## src/rtl/hilo_md_if.sv

```systemverilog
// hilo_md_if: execute-stage request/response bundle for the HI/LO mul/div unit.
// master = pipeline side, slave = hilo_md.
interface hilo_md_if;
  logic        op_valid;
  logic [2:0]  op;
  logic [31:0] src_a;
  logic [31:0] src_b;
  logic        flush;
  logic        stall_req;
  logic        done;
  logic [31:0] hi;
  logic [31:0] lo;

  modport master (
    output op_valid, op, src_a, src_b, flush,
    input  stall_req, done, hi, lo
  );

  modport slave (
    input  op_valid, op, src_a, src_b, flush,
    output stall_req, done, hi, lo
  );
endinterface

```

## src/rtl/hilo_md.sv

```systemverilog
// hilo_md: MIPS HI/LO registers with iterative MULT/MULTU and restoring DIV/DIVU.
// Optional HILO_DIV_EARLY_EN retires divides with |b| > |a| at the accept edge.
module hilo_md #(
  parameter int MUL_CYCLES = 3,
  parameter int DIV_ITERS  = 32
) (
  input  logic     clk,
  input  logic     reset,
  hilo_md_if.slave bus
);
  localparam int CW = $clog2(DIV_ITERS);

  typedef enum logic [1:0] {
    IDLE,
    MUL,
    DIV,
    DONE
  } state_t;

  state_t state_q, state_d;

  logic [CW-1:0] cnt;
  logic [31:0]   mul_a, mul_b;
  logic          mul_sgn;
  logic [31:0]   quo, rem, dvs;
  logic          q_neg, r_neg;
  logic [31:0]   hi_q, lo_q;

  logic          ld_mul, ld_div;
  logic          wr_hi, wr_lo;
  logic [31:0]   hi_d, lo_d;
  logic          stall, done_o;

  logic is_mul, is_div, is_mthi, is_mtlo;
  logic sgn_op;

  assign is_mul  = (bus.op == 3'd0) || (bus.op == 3'd1);
  assign is_div  = (bus.op == 3'd2) || (bus.op == 3'd3);
  assign is_mthi = (bus.op == 3'd4);
  assign is_mtlo = (bus.op == 3'd5);
  // MULT and DIV are the even opcodes
  assign sgn_op  = ~bus.op[0];

  logic        a_neg, b_neg;
  logic [31:0] abs_a, abs_b;

  assign a_neg = sgn_op & bus.src_a[31];
  assign b_neg = sgn_op & bus.src_b[31];
  assign abs_a = a_neg ? 32'd0 - bus.src_a : bus.src_a;
  assign abs_b = b_neg ? 32'd0 - bus.src_b : bus.src_b;

  logic early;
`ifdef HILO_DIV_EARLY_EN
  assign early = (abs_b != 32'd0) && (abs_b > abs_a);
`else
  assign early = 1'b0;
`endif

  logic [63:0] ext_a, ext_b, prod;

  assign ext_a = {{32{mul_sgn & mul_a[31]}}, mul_a};
  assign ext_b = {{32{mul_sgn & mul_b[31]}}, mul_b};
  // low 64 bits of the product are the same for both signednesses
  assign prod  = ext_a * ext_b;

  logic [32:0] rem_sh;
  logic        take;
  logic [31:0] rem_st, quo_st;
  logic [31:0] quo_fix, rem_fix;

  assign rem_sh  = {rem, quo[31]};
  assign take    = rem_sh >= {1'b0, dvs};
  assign rem_st  = take ? rem_sh[31:0] - dvs : rem_sh[31:0];
  assign quo_st  = {quo[30:0], take};
  assign quo_fix = q_neg ? 32'd0 - quo_st : quo_st;
  assign rem_fix = r_neg ? 32'd0 - rem_st : rem_st;

  always_comb begin
    state_d = state_q;
    stall   = 1'b0;
    done_o  = 1'b0;
    ld_mul  = 1'b0;
    ld_div  = 1'b0;
    wr_hi   = 1'b0;
    wr_lo   = 1'b0;
    hi_d    = hi_q;
    lo_d    = lo_q;
    unique case (state_q)
      IDLE: begin
        if (bus.op_valid && !bus.flush) begin
          unique case (1'b1)
            is_mul: begin
              stall   = 1'b1;
              ld_mul  = 1'b1;
              state_d = MUL;
            end
            is_div: begin
              stall = 1'b1;
              if (early) begin
                wr_hi   = 1'b1;
                wr_lo   = 1'b1;
                hi_d    = bus.src_a;
                lo_d    = 32'd0;
                state_d = DONE;
              end else begin
                ld_div  = 1'b1;
                state_d = DIV;
              end
            end
            is_mthi: begin
              wr_hi = 1'b1;
              hi_d  = bus.src_a;
            end
            is_mtlo: begin
              wr_lo = 1'b1;
              lo_d  = bus.src_a;
            end
            default: ;
          endcase
        end
      end
      MUL: begin
        stall = 1'b1;
        if (bus.flush) begin
          state_d = IDLE;
        end else if (cnt == '0) begin
          wr_hi   = 1'b1;
          wr_lo   = 1'b1;
          hi_d    = prod[63:32];
          lo_d    = prod[31:0];
          state_d = DONE;
        end
      end
      DIV: begin
        stall = 1'b1;
        if (bus.flush) begin
          state_d = IDLE;
        end else if (cnt == '0) begin
          wr_hi   = 1'b1;
          wr_lo   = 1'b1;
          hi_d    = rem_fix;
          lo_d    = quo_fix;
          state_d = DONE;
        end
      end
      DONE: begin
        done_o  = 1'b1;
        state_d = IDLE;
      end
      default: state_d = IDLE;
    endcase
  end

  always_ff @(posedge clk or posedge reset) begin
    if (reset) state_q <= IDLE;
    else       state_q <= state_d;
  end

  always_ff @(posedge clk or posedge reset) begin
    if (reset) begin
      cnt     <= '0;
      mul_a   <= '0;
      mul_b   <= '0;
      mul_sgn <= 1'b0;
      quo     <= '0;
      rem     <= '0;
      dvs     <= '0;
      q_neg   <= 1'b0;
      r_neg   <= 1'b0;
      hi_q    <= '0;
      lo_q    <= '0;
    end else begin
      if (ld_mul) begin
        mul_a   <= bus.src_a;
        mul_b   <= bus.src_b;
        mul_sgn <= sgn_op;
        cnt     <= CW'(MUL_CYCLES - 1);
      end else if (ld_div) begin
        quo   <= abs_a;
        dvs   <= abs_b;
        rem   <= '0;
        q_neg <= a_neg ^ b_neg;
        r_neg <= a_neg;
        cnt   <= CW'(DIV_ITERS - 1);
      end else if ((state_q == MUL || state_q == DIV) && cnt != '0) begin
        cnt <= cnt - 1'b1;
      end
      if (state_q == DIV) begin
        quo <= quo_st;
        rem <= rem_st;
      end
      if (wr_hi) hi_q <= hi_d;
      if (wr_lo) lo_q <= lo_d;
    end
  end

  assign bus.stall_req = stall;
  assign bus.done      = done_o;
  assign bus.hi        = hi_q;
  assign bus.lo        = lo_q;
endmodule

```

## src/flat_wrapper.sv

```systemverilog
// flat-port wrapper written by rule: the top's interface ports become plain ports
module hilo_md_flat 
#(
  parameter int MUL_CYCLES = 3,
  parameter int DIV_ITERS  = 32
)
  (clk, reset, bus_op_valid, bus_op, bus_src_a, bus_src_b, bus_flush, bus_stall_req, bus_done, bus_hi, bus_lo);
  hilo_md_if bus_i ();
  input  logic clk;
  input  logic reset;
  input wire logic [$bits(bus_i.op_valid)-1:0] bus_op_valid;
  input wire logic [$bits(bus_i.op)-1:0] bus_op;
  input wire logic [$bits(bus_i.src_a)-1:0] bus_src_a;
  input wire logic [$bits(bus_i.src_b)-1:0] bus_src_b;
  input wire logic [$bits(bus_i.flush)-1:0] bus_flush;
  output wire logic [$bits(bus_i.stall_req)-1:0] bus_stall_req;
  output wire logic [$bits(bus_i.done)-1:0] bus_done;
  output wire logic [$bits(bus_i.hi)-1:0] bus_hi;
  output wire logic [$bits(bus_i.lo)-1:0] bus_lo;
  assign bus_i.op_valid = bus_op_valid;
  assign bus_i.op = bus_op;
  assign bus_i.src_a = bus_src_a;
  assign bus_i.src_b = bus_src_b;
  assign bus_i.flush = bus_flush;
  assign bus_stall_req = bus_i.stall_req;
  assign bus_done = bus_i.done;
  assign bus_hi = bus_i.hi;
  assign bus_lo = bus_i.lo;
  hilo_md #(.MUL_CYCLES(MUL_CYCLES), .DIV_ITERS(DIV_ITERS)) u_core (.clk(clk), .reset(reset), .bus(bus_i));
endmodule
```

## config.mk

```make
export PLATFORM = sky130hd
export DESIGN_NAME = hilo_md_flat
export DESIGN_NICKNAME = d
export VERILOG_FILES = /design/src/rtl/hilo_md_if.sv /design/src/rtl/hilo_md.sv /design/src/flat_wrapper.sv
export SDC_FILE = /design/constraint.sdc
export NUM_CORES = 2
export LEC_CHECK = 0
export ABC_AREA = 1
export CAP_MARGIN = 20
export CORE_MARGIN = 2
export CORE_UTILIZATION = 45
export CTS_CLUSTER_SIZE = 40
export DETAILED_ROUTE_END_ITERATION = 12
export DONT_BUFFER_PORTS = 1
export HOLD_SLACK_MARGIN = 0.12
export REMOVE_ABC_BUFFERS = 1
export SYNTH_ARGS = -nofsm -noshare
export SYNTH_HDL_FRONTEND = slang
export SYNTH_SLANG_ARGS = --single-unit
```

## constraint.sdc

```tcl
create_clock -name clk -period 10.04 [get_ports clk]
set_clock_uncertainty 0.15 [all_clocks]
set_input_delay 1.004 -clock clk [delete_from_list [all_inputs] [get_ports clk]]
set_output_delay 1.004 -clock clk [all_outputs]
set_load 0.02 [all_outputs]
```

==> results.json <==
{
  "run_status": "complete, no violations",
  "die_y_um": 354.8,
  "clkSinkCount": 234,
  "holdBufCountCts": 0,
  "critical_path_class": "reg2reg",
  "synth_edf_count": 0,
  "max_cap_violations": 0,
  "gp_congestion": 0.9526,
  "io_buffers": 0,
  "post_drt_wl_per_cell_um": 20.17,
  "rsz0062_at_grt": "no",
  "cts_buffers": 29,
  "avgSynthCellArea_um2": 7.658,
  "finalSetupViolCount": 0,
  "place_hpwl_mm": 145.8,
  "clock_latency_ns": 0.57,
  "gr-total-overflow": 0,
  "yosys_warnings": 0,
  "final.setup.tns_ns": 0,
  "critPathRequiredTime_ns": 10.34,
  "cp_slowest_cell": "dfrtp_1",
  "critical_path.max_stage_delay_ns": 0.96,
  "htree_levels": 1,
  "ys_seq_elements": 234,
  "ys.flop_type": "dfrtp_1",
  "io_pins": 137,
  "async_reset_ff_frac": 1.000,
  "routed.top_layer": "met5",
  "wl_met2_mm": 82.66,
  "post-route-period-util": 0.8962,
  "wl_met3_mm": 12.76,
  "min_path_type": "in2async",
  "clockBufferDepth": 3,
  "worst_pin_slew_ns": 1.171,
  "floorplan.rows": 128,
  "initial_core_util": 0.4544,
  "drive_above_1_share": 0.04341,
  "track_usage": 0.2864,
  "path_clk_slew_ns": 0.06,
  "nets": 8480,
  "worstPathMaxFanout": 18,
  "start_kind": "register",
  "met1_length_mm": 74.05,
  "grt_max_degree": 112,
  "syn_to_final_growth_pct": 4.873,
  "cts_setup_buffers": 0,
  "cts_tree": "done",
  "via_per_inst": 5.214,
  "dieWidth_um": 354.8,
  "cpMostUsedCell": "fa_1",
  "cts_root_buffer": "clkbuf_16",
  "critPathCaptureType": "register",
  "first_pass_iters": 6,
  "cts_resized": 0,
  "grt_pass1_vias": 47240,
  "slew_violations": 0,
  "core-area_um2": 121900,
  "grt_pass1_wl_mm": 279.1,
  "fp.dieArea_um2": 125900,
  "antenna_found_initial": 4,
  "synth_seq_area_share": 0.1057,
  "period_minus_slack_ns": 8.998,
  "synth_cell_type_count": 57,
  "worstPathArrival_ns": 9.30,
  "vias": 45240,
  "slew-limit-headroom": 0.2191,
  "postRouteAntennaNets": 0,
  "max_freq_ghz": 0.1111,
  "finalHoldViolations": 0,
  "synth_area_um2": 55380,
  "route.detailed.drc": 0,
  "drt_first_iter_violations": 3537,
  "syn_inst": 7232,
  "routed_wl_mm": 175.0
}
-- through the flow --
stage,cell area [µm²],setup slack (ns),std cells,utilization,hold slack [ns]
3_3_place_gp,56990,1.061,8617,0.4676,0.3196
2_1_floorplan,53980,1.524,6875,-,0.2989
6_report,58080,1.042,8676,0.4766,0.3230
4_1_cts,57980,1.058,8670,0.4757,0.3393
3_5_place_dp,57030,1.085,8619,0.4679,0.3246
5_1_grt,58080,0.6724,8674,0.4765,0.3600
-- final timing paths --
kind	from	slack, ns	to	depth (start not counted)
min in group clk	u_core.dvs[6]$_DFFE_PP0P_	0.34	u_core.dvs[6]$_DFFE_PP0P_	2
worst min-delay path	reset	0.32	u_core.bus.lo[1]$_DFFE_PP0P_	1
worst max-delay path	u_core.mul_b[6]$_DFFE_PP0P_	1.04	u_core.bus.hi[12]$_DFFE_PP0P_	29
worst min register to register	u_core.dvs[6]$_DFFE_PP0P_	0.34	u_core.dvs[6]$_DFFE_PP0P_	2
max in group asynchronous	reset	7.88	u_core.mul_a[23]$_DFFE_PP0P_	2
worst max register to register	u_core.mul_b[6]$_DFFE_PP0P_	1.04	u_core.bus.hi[12]$_DFFE_PP0P_	29
-- synthesized netlist by cell type, types with 7 or more instances --
library cell | instances | area share
o21ai_0 | 263 | 0.024
nor4_1 | 17 | 0.0019
xor2_1 | 66 | 0.010
buf_2 | 8 | 0.00072
nand2_4 | 9 | 0.0018
or2_2 | 25 | 0.0028
nor2_1 | 385 | 0.026
a31oi_1 | 50 | 0.0056
mux2_2 | 7 | 0.0014
o221ai_1 | 30 | 0.0047
a21oi_2 | 8 | 0.0013
nand3_1 | 176 | 0.016
o22ai_1 | 32 | 0.0036
inv_1 | 1913 | 0.13
o31ai_1 | 7 | 0.00095
o21bai_1 | 10 | 0.0014
dfrtp_1 | 234 | 0.11
nor3_1 | 38 | 0.0034
fa_1 | 1126 | 0.41
nand2_2 | 28 | 0.0032
clkbuf_1 | 337 | 0.023
a21o_1 | 14 | 0.0019
xnor2_1 | 30 | 0.0047
a21oi_1 | 208 | 0.019
nand2_1 | 1799 | 0.12
ha_1 | 254 | 0.057
nand4_1 | 36 | 0.0041
nor2_2 | 20 | 0.0023
o21ai_1 | 8 | 0.00072
o211ai_1 | 15 | 0.0020
nand3b_1 | 10 | 0.0014
-- flip-flops by register name, summed over array words and instances, names as in the netlist --
name            count
u_core.bus.hi      32
u_core.bus.lo      32
u_core.cnt          5
u_core.dvs         32
u_core.mul_a       32
u_core.mul_b       32
u_core.mul_sgn      1
u_core.q_neg        1
u_core.quo         32
u_core.r_neg        1
u_core.rem         32
u_core.state_q      2
-- cells in the final DEF (no fill, tap or decap), types with 29 or more instances in the layout --
master	instances
inv_1	1911
nand2_1	1798
fa_1	1126
nor2_1	381
o21ai_0	263
ha_1	252
dfrtp_1	225
a21oi_1	208
nand3_1	176
buf_4	114
xor2_1	66
a31oi_1	50
nor3_1	38
nand4_1	36
o22ai_1	32
o221ai_1	30
xnor2_1	30
clkbuf_16	29
-- final cells by class --
cell class / instances / area, µm²
clock buffer: 39 / 823.3
fill: 12120 / 63800
clock inverter: 12 / 123.9
inverter: 1924 / 7229
antenna: 2 / 5.005
tap: 1625 / 2033
timing repair buffer: 123 / 1056
sequential: 234 / 5867
multi-input combinational: 4717 / 40940
-- per-layer routing --
layer | vias to the layer above | track usage
li1 | 20630 | -
met1 | 22950 | 0.3873
met2 | 1419 | 0.4746
met3 | 235 | 0.05390
met4 | 2 | 0.07364
met5 | - | 0
-- logic make-up after synthesis --
kind of cell | Yosys count | share of synthesized area
simple gates | 2560 | 0.1882
buf+inv | 2281 | 0.1558
fa+ha+maj | 1380 | 0.4644
compound gates | 674 | 0.06931
flops | 234 | 0.1057
xor+xnor | 96 | 0.01518
mux | 7 | 0.001423
-- worst max-delay path, delay by kind of cell, from the launching register on --
kind	cells	cell delay, ns
buf+inv	5	0.60
compound gates	7	2.08
flops	1	0.96
simple gates	8	0.65
fa+ha+maj	9	4.39
Power is left out: the tool's default activity adds up to more than one toggle a clock period on the data nets, which glitch-free logic cannot reach.
